<file path="src/rtl/stack_judge.sv">
// Gameplay judge: slides the current row block across the playfield, catches the drop,
// trims the block to its overlap with the row below and reports success or failure.
module stack_judge #(
   parameter int          NUM_COLS     = 16,
   parameter int          BLOCK_INIT_W = 4,
   parameter logic [23:0] TICK_BASE    = 24'd5_000_000,
   parameter logic [23:0] TICK_STEP    = 24'd300_000,
   parameter logic [23:0] TICK_MIN     = 24'd1_000_000,
   localparam int         COL_W        = $clog2(NUM_COLS)
) (
   input  logic             clk,
   input  logic             resetn,
   input  logic [3:0]       level,
   input  logic             drop,
   input  logic             done_plot,
   output logic [COL_W-1:0] block_x,
   output logic [COL_W:0]   block_w,
   output logic [COL_W-1:0] base_x,
   output logic [COL_W:0]   base_w,
   output logic             next_signal,
   output logic             fail,
   output logic             plot_req
);

   localparam int CW1 = COL_W + 1;
   localparam logic [COL_W:0]   COLS_N  = CW1'(NUM_COLS);
   localparam logic [COL_W:0]   INIT_W  = CW1'(BLOCK_INIT_W);
   localparam logic [COL_W-1:0] BASE_X0 = COL_W'((NUM_COLS - BLOCK_INIT_W) / 2);
   localparam logic [3:0]       LAST_LEVEL = 4'd14;

   typedef enum logic [1:0] {
      S_MOVE  = 2'd0,
      S_JUDGE = 2'd1,
      S_WAIT  = 2'd2
   } state_e;

   // Reload value for the move countdown: max(BASE - L*STEP, MIN) - 1, kept wide to avoid wrap.
   function automatic logic [23:0] period_m1(input logic [3:0] lvl);
      logic [27:0] dec;
      logic [27:0] per;
      dec = 28'(lvl) * 28'(TICK_STEP);
      if (dec + 28'(TICK_MIN) >= 28'(TICK_BASE)) begin
         per = 28'(TICK_MIN);
      end else begin
         per = 28'(TICK_BASE) - dec;
      end
      return 24'(per - 28'd1);
   endfunction

   state_e           state_q, state_d;
   logic [COL_W-1:0] block_x_q, block_x_d;
   logic [COL_W:0]   block_w_q, block_w_d;
   logic [COL_W-1:0] base_x_q, base_x_d;
   logic [COL_W:0]   base_w_q, base_w_d;
   logic             dir_left_q, dir_left_d;
   logic [23:0]      tick_q, tick_d;
   logic             wait_first_q, wait_first_d;
   logic             next_q, next_d;
   logic             fail_q, fail_d;
   logic             plot_q, plot_d;

   logic [COL_W:0]   block_end;
   logic [COL_W:0]   base_end;
   logic [COL_W:0]   ov_lo;
   logic [COL_W:0]   ov_hi;

   always_comb begin
      block_end = {1'b0, block_x_q} + block_w_q;
      base_end  = {1'b0, base_x_q} + base_w_q;
      ov_lo     = (block_x_q > base_x_q) ? {1'b0, block_x_q} : {1'b0, base_x_q};
      ov_hi     = (block_end < base_end) ? block_end : base_end;
   end

   always_comb begin
      state_d      = state_q;
      block_x_d    = block_x_q;
      block_w_d    = block_w_q;
      base_x_d     = base_x_q;
      base_w_d     = base_w_q;
      dir_left_d   = dir_left_q;
      tick_d       = tick_q;
      wait_first_d = wait_first_q;
      next_d       = 1'b0;
      fail_d       = 1'b0;
      plot_d       = 1'b0;

      case (state_q)
         S_MOVE: begin
            if (drop) begin
               state_d = S_JUDGE;
            end else if (tick_q == 24'd0) begin
               tick_d = period_m1(level);
               plot_d = 1'b1;
               // A full-width block has nowhere to go and simply stays put at the wall.
               if (!dir_left_q) begin
                  if (block_end == COLS_N) begin
                     dir_left_d = 1'b1;
                     if (block_x_q != '0) block_x_d = block_x_q - 1'b1;
                  end else begin
                     block_x_d = block_x_q + 1'b1;
                  end
               end else begin
                  if (block_x_q == '0) begin
                     dir_left_d = 1'b0;
                     if (block_end != COLS_N) block_x_d = block_x_q + 1'b1;
                  end else begin
                     block_x_d = block_x_q - 1'b1;
                  end
               end
            end else begin
               tick_d = tick_q - 24'd1;
            end
         end

         S_JUDGE: begin
            state_d      = S_WAIT;
            wait_first_d = 1'b1;
            if (ov_hi > ov_lo) begin
               next_d = 1'b1;
               if (level < LAST_LEVEL) begin
                  block_x_d = ov_lo[COL_W-1:0];
                  base_x_d  = ov_lo[COL_W-1:0];
                  block_w_d = ov_hi - ov_lo;
                  base_w_d  = ov_hi - ov_lo;
               end else begin
                  block_x_d  = '0;
                  block_w_d  = INIT_W;
                  base_x_d   = BASE_X0;
                  base_w_d   = INIT_W;
                  dir_left_d = 1'b0;
               end
            end else begin
               fail_d     = 1'b1;
               block_x_d  = '0;
               block_w_d  = INIT_W;
               base_x_d   = BASE_X0;
               base_w_d   = INIT_W;
               dir_left_d = 1'b0;
            end
         end

         S_WAIT: begin
            // The first wait cycle carries the result pulse; done_plot is only trusted after it.
            wait_first_d = 1'b0;
            if (!wait_first_q && done_plot) begin
               block_x_d  = '0;
               dir_left_d = 1'b0;
               tick_d     = period_m1(level);
               state_d    = S_MOVE;
            end
         end

         default: begin
            state_d = S_MOVE;
         end
      endcase
   end

   always_ff @(posedge clk) begin
      if (!resetn) begin
         state_q      <= S_MOVE;
         block_x_q    <= '0;
         block_w_q    <= INIT_W;
         base_x_q     <= BASE_X0;
         base_w_q     <= INIT_W;
         dir_left_q   <= 1'b0;
         tick_q       <= period_m1(4'd0);
         wait_first_q <= 1'b0;
         next_q       <= 1'b0;
         fail_q       <= 1'b0;
         plot_q       <= 1'b0;
      end else begin
         state_q      <= state_d;
         block_x_q    <= block_x_d;
         block_w_q    <= block_w_d;
         base_x_q     <= base_x_d;
         base_w_q     <= base_w_d;
         dir_left_q   <= dir_left_d;
         tick_q       <= tick_d;
         wait_first_q <= wait_first_d;
         next_q       <= next_d;
         fail_q       <= fail_d;
         plot_q       <= plot_d;
      end
   end

   assign block_x     = block_x_q;
   assign block_w     = block_w_q;
   assign base_x      = base_x_q;
   assign base_w      = base_w_q;
   assign next_signal = next_q;
   assign fail        = fail_q;
   assign plot_req    = plot_q;

endmodule
</file>
<file path="config.mk">
export PLATFORM = sky130hd
export DESIGN_NAME = stack_judge
export DESIGN_NICKNAME = d
export VERILOG_FILES = /design/src/rtl/stack_judge.sv
export SDC_FILE = /design/constraint.sdc
export NUM_CORES = 1
export LEC_CHECK = 0
export ABC_CLOCK_PERIOD_IN_PS = 15800
export CAP_MARGIN = 10
export CORE_AREA = 3 3 111 113
export CTS_BUF_LIST = sky130_fd_sc_hd__clkbuf_4 sky130_fd_sc_hd__clkbuf_8
export CTS_CLUSTER_DIAMETER = 120
export DETAILED_ROUTE_END_ITERATION = 7
export DIE_AREA = 0 0 114 116
export GPL_ROUTABILITY_DRIVEN = 0
export PLACE_DENSITY = 0.58
export RECOVER_POWER = 25
export SYNTH_ARGS = -nofsm -noshare
export SYNTH_HDL_FRONTEND = slang
export SYNTH_SLANG_ARGS = --single-unit
export TNS_END_PERCENT = 100
</file>
<file path="constraint.sdc">
create_clock -name clk -period 15.8 [get_ports clk]
set_input_delay 3.16 -clock clk [delete_from_list [all_inputs] [get_ports clk]]
set_output_delay 3.16 -clock clk [all_outputs]
set_load 0.02 [all_outputs]
</file>
Word-level counts from Yosys, hierarchy flattened
Cells that the tools add are included.
{ "word_totals": {"rom_bits": 0, "ramBits": 0, "elab_cells": 97, "latchBits": 0, "input_bits": 8, "ff_bits": 44, "mem_count": 0, "out_inout_bits": 21} }
{ "op_classes": {"n_lt_le_gt_ge": 5, "n_addsub": 10, "n_div": 0, "n_reduce_logical": 15, "n_mul": 1, "eq_ne": 11, "bitwise_logic": 2, "n_mux": 43, "n_shift": 0} }
{ "ops": {"columns": ["cell", "n"], "rows": [
  ["two-way mux 24 bit", 9],
  ["subtractor 24 x 1 -> 24 bit (second input constant)", 3],
  ["two-way mux 4 bit", 13],
  ["case mux 24 bit (2 select lines)", 1],
  ["adder 23 x 20 -> 24 bit (second input constant)", 1],
  ["greater-or-equal comparator 24 x 23 -> 1 bit (second input constant)", 1],
  ["logical NOT 24 bit", 1],
  ["subtractor 23 x 23 -> 24 bit (first input constant)", 1],
  ["multiplier 4 x 14 -> 18 bit (second input constant)", 1],
  ["two-way mux 5 bit", 3],
  ["case mux 4 bit (3 select lines)", 1],
  ["two-way mux 1 bit", 11],
  ["adder 4 x 5 -> 5 bit", 2],
  ["!= test 2 bit (second input constant)", 4],
  ["!= test 4 bit (second input constant)", 2],
  ["case mux 2 bit (3 select lines)", 1],
  ["AND reduction 6 bit", 1],
  ["== test 5 bit (second input constant)", 1],
  ["> comparator 5 x 4 -> 1 bit", 1],
  ["< comparator 5 bit", 1],
  ["!= test 5 bit (second input constant)", 1],
  ["AND reduction 5 bit", 1],
  ["subtractor 5 x 4 -> 5 bit", 1],
  ["adder 4 x 1 -> 4 bit (second input constant)", 1],
  ["other kinds (20)", 24]
]} }

Logic depth before layout (Yosys ltp)
{ "logic_depth": {"ltp_word": 11, "depth_mapped": 20, "depth_no_buf": 20} }

Least setup slack after synthesis
No wires, ideal clock.
{ "synth_timing": {"kind": "input -> register", "from": "input level[1]", "to": "register tick_q[19]", "arrival_ns": 8.016, "setup_ns": 0.116, "setup_slack_ns": 7.668, "stages": 19, "t_required_ns": 15.684, "path_buffers": 0, "cell_sequence": "fa_1 inv_1 fa_1 inv_1 fa_1 and3_1 o2111a_1 or4_1 nor3_1 nor2_1 nand2_1 ha_1 inv_1 nor4_1 and2_1 nand4_1 a2111oi_2 nand3_1 a31o_1"} }
{ "synth_between": {"elab_chain_len": 11, "word_cells_on_any_way": 16} }
{ "synth_lines": {"columns": ["element", "line", "rtl"], "rows": [
  ["from (decl)", "13", "input logic [3:0] level,"],
  ["multiplier 4 x 14 -> 18 bit *", "41", "dec = 28'(lvl) * 28'(TICK_STEP);"],
  ["adder 23 x 20 -> 24 bit", "42", "if (dec + 28'(TICK_MIN) >= 28'(TICK_BASE)) begin"],
  ["greater-or-equal comparator 24 x 23 -> 1 bit", "42", null],
  ["two-way mux 24 bit *", "42", null],
  ["two-way mux 24 bit", "91", "end else if (tick_q == 24'd0) begin"],
  ["two-way mux 24 bit", "89", "if (drop) begin"],
  ["two-way mux 24 bit", "87", "case (state_q)"],
  ["subtractor 24 x 1 -> 24 bit", "47", "return 24'(per - 28'd1);"],
  ["two-way mux 24 bit", "91", null],
  ["two-way mux 24 bit", "89", null],
  ["case mux 24 bit (2 select lines) *", "87", null],
  ["to (signal assigned)", "167", "tick_q <= period_m1(4'd0);"],
  ["to (signal assigned)", "179", "tick_q <= tick_d;"],
  ["to (decl)", "56", "logic [23:0] tick_q, tick_d;"]
]} }
Every way passes the cells marked *; elsewhere a longest branch is shown, timed or not. The select of a mux whose other input is x is not followed.
A chain may end at the register's enable or synchronous reset.

Worst setup path in the final report
{ "layout_timing": {"from": "input level[2]", "to": "register tick_q[19]"} }
The elaborated chain is that of the path after synthesis.

==> results.toml <==
[finish]
drive_above_1_share_pct = 5.37
n_antenna_cell = 0
final_common_cell = "nor2_1"
fill_cells = 1157
nets = 679
finalNonFillerCells = 757
mostFrequentLayoutCells = "nor2_1 (55), ha_1 (49), nand2_1 (44), dfxtp_1 (44), a21oi_1 (43)"
syn2layout_area_growth_pct = 10.5

[clock_tree]
cts_setup_buffers = 0
clk_latency_ns = 0.31
numCtsBuffers = 5
cts_hold_buf = 0
clock_sink_count = 44
postCtsResizedCells = 0
clockRootBuffer = "clkbuf_8"
htreeDepth = 2
clk_pin_slew_ns = 0.08
cts_buffer_depth = 2
cts_tree = "done"

[die]
initial_core_util_pct = 40.9
io_pins = 29
die_width_um = 114
coreArea_um2 = 11400
chipHeight_um = 116
rows = 39
dieArea_um2 = 13200

[logic_synthesis]
synth_cell_type_count = 76
syn-num-nets = 665
synth-seq-cells = 44
avgSynthCellArea_um2 = 7.79
synth_seq_area_share_pct = 18.9
synthFlopType = "dfxtp_1"
yosysWarnings = 0
synth_area_um2 = 4660
async_flop_share_pct = 0
synth-edff-count = 0
syn_inst = 599

[global_routing]
track_usage_pct = 18.8
grt_max_degree = 29
grt_pass1_wl_um = 20300
antenna_found_initial = 0
overflow = 0
grt_pass1_vias = 4180

[power_and_ir_drop]
internal_power_mw = 0.354
share_seq_of_total_power_pct = 20.9
clockPowerShare_pct = 15.1
p_per_area_nw_per_um2 = 126
switchingPower_mw = 0.297
power.switching_fraction_pct = 45.6
leakagePower_nw = 2.17
peakVddDrop_mv = 0.0972
combPwrFrac_pct = 64.0

[route]
ant_nets = 0
avgViaCountPerCell = 5.72
drc = 0
wl_um = 12100
routed-via-count = 4330
initialDrtViolationCount = 283
firstDrtPassIters = 5
drt-wirelength-per-cell_um = 16.0

[setup_path]
crit_path_end_kind = "register"
startpoint = "level[2]"
worstReg2RegStart = "block_x[0]"
cp_data_required_time_ns = 16.01
cp.arrival_ns = 9.41
critPathLaunchType = "input pin"
crit_fanout = 15
crit_type = "in2reg"

[placed_design]
io_buffers = 28
detailed_place_hpwl_um = 9350
place_inst = 749

[sta]
rsz0062_at_grt = "no"
fin_skew_ns = 0.00935
slew-limit-headroom_pct = 30.5
finalHoldViolCount = 0
setup_viol = 0
tightest_slew_ns = 1.04
clock.fmax_mhz = 109
post-route-period-util_pct = 58.3
hold_ws_ns = 0.500
setup-tns-final_ns = 0
slew_violations = 0
layout_min_cycle_time_ns = 9.20

[worst_hold_path]
worstHoldStart = "tick_q[22]"
min_path_type = "reg2reg"

[status]
outcome = "finished, final reports clean"

[flow_run]
cap_viol_max_count = 0
==> worst max-delay path, cell delays in order <==
cell and delay [ns]:
clkdlybuf4s50_1 0.70, fa_1 0.76, inv_1 0.08, fa_1 0.50
inv_1 0.07, fa_1 0.45, and3_1 0.23, o2111a_1 0.30
or4_1 0.50, nor3_1 0.45, nor2_1 0.27, nand2_1 0.13
ha_1 0.15, inv_1 0.07, nor4_1 0.34, and2_1 0.22
nand4_1 0.17, a2111oi_2 0.50, nand3_1 0.13, a31o_1 0.22
==> cell usage after synthesis (3+ instances only) <==
master | n | area (um2)
buf_4 | 5 | 37.5
nand2_1 | 44 | 165
o31ai_1 | 4 | 30.0
o21ai_1 | 4 | 20.0
o22ai_1 | 9 | 56.3
or2_2 | 4 | 25.0
nor2b_1 | 6 | 37.5
nor2_1 | 55 | 206
nor4_1 | 7 | 43.8
or4b_1 | 3 | 30.0
a22oi_1 | 3 | 22.5
o21ai_0 | 40 | 200
mux2i_1 | 9 | 90.1
nor3_1 | 19 | 95.1
nand2b_1 | 8 | 50.1
a31oi_1 | 4 | 25.0
o221ai_1 | 3 | 26.3
clkbuf_1 | 15 | 56.3
fa_1 | 9 | 180
o211ai_1 | 8 | 60.1
o211a_1 | 3 | 30.0
nand4_1 | 5 | 31.3
a21o_1 | 12 | 90.1
xor2_1 | 15 | 131
a21oi_1 | 43 | 215
and2_1 | 10 | 62.6
inv_1 | 37 | 139
xnor2_1 | 24 | 210
ha_1 | 49 | 613
a211oi_1 | 8 | 60.1
o21a_1 | 6 | 45.0
or3_1 | 8 | 50.1
a21boi_0 | 3 | 22.5
nand3_1 | 16 | 80.1
dfxtp_1 | 44 | 881
==> cells by family after synthesis <==
logic type                 Yosys count  synth area share [%]
AOI/OAI and AO/OA                  182                  26.2
and+or+nand+nor                    201                  21.9
xor gates and xnor gates            40                  7.67
buffers and inverters               62                  5.61
DFF                                 44                  18.9
adders and majority gates           58                  17.0
muxes                               12                  2.74
==> state kept, by name, summed over array words and instances, names as in the netlist <==
register,count
next_signal,1
state_q,2
base_x,4
tick_q,24
fail,1
plot_req,1
block_x,4
dir_left_q,1
base_w,5
wait_first_q,1
==> final cells by class <==
type	count	area (um2)	area share, %
tap	143	179	3.47
clock buffer	7	96.3	1.87
multi-input combinational	493	3520	68.3
clock inverter	1	30.0	0.583
timing repair buffer	31	303	5.88
sequential	44	881	17.1
inverter	38	143	2.77
==> per-stage QoR <==
stage          power (mW)  util (%)  area, um2  setup slack, ns
5_1_grt             0.712      45.1       5150             6.04
6_report            0.651      45.1       5150             6.60
4_1_cts             0.658      45.1       5150             6.63
3_5_place_dp        0.557      44.0       5030             6.29
3_3_place_gp        0.553      44.0       5030             6.45
2_1_floorplan       0.464         -       4660             7.67
==> metal layers <==
layer | share of wire, % | global-route usage (%) | wire length, um
met2 | 49 | 33.3 | 5970
met4 | 2.1 | 6.41 | 260
met3 | 3.3 | 3.03 | 400
met5 | 0 | 0 | 0
met1 | 45 | 23.1 | 5460
==> power groups by stage <==
stage / Clock (mW) / Combinational [mW] / Sequential, mW
after floorplan: 0 / 0.319 / 0.145
after global placement: 0 / 0.414 / 0.139
after detailed placement: 0 / 0.418 / 0.139
after CTS: 0.101 / 0.420 / 0.137
after global routing: 0.105 / 0.469 / 0.139
final: 0.0982 / 0.416 / 0.136
==> worst paths after layout <==
kind,slack [ns],cells past startpoint,end
hold reg to reg,0.50,1,tick_q[22]
setup / recovery,6.60,20,tick_q[19]
setup reg to reg,10.75,19,block_x[1]
hold / removal,0.50,1,tick_q[22]
(Power assumes the default switching activity.)
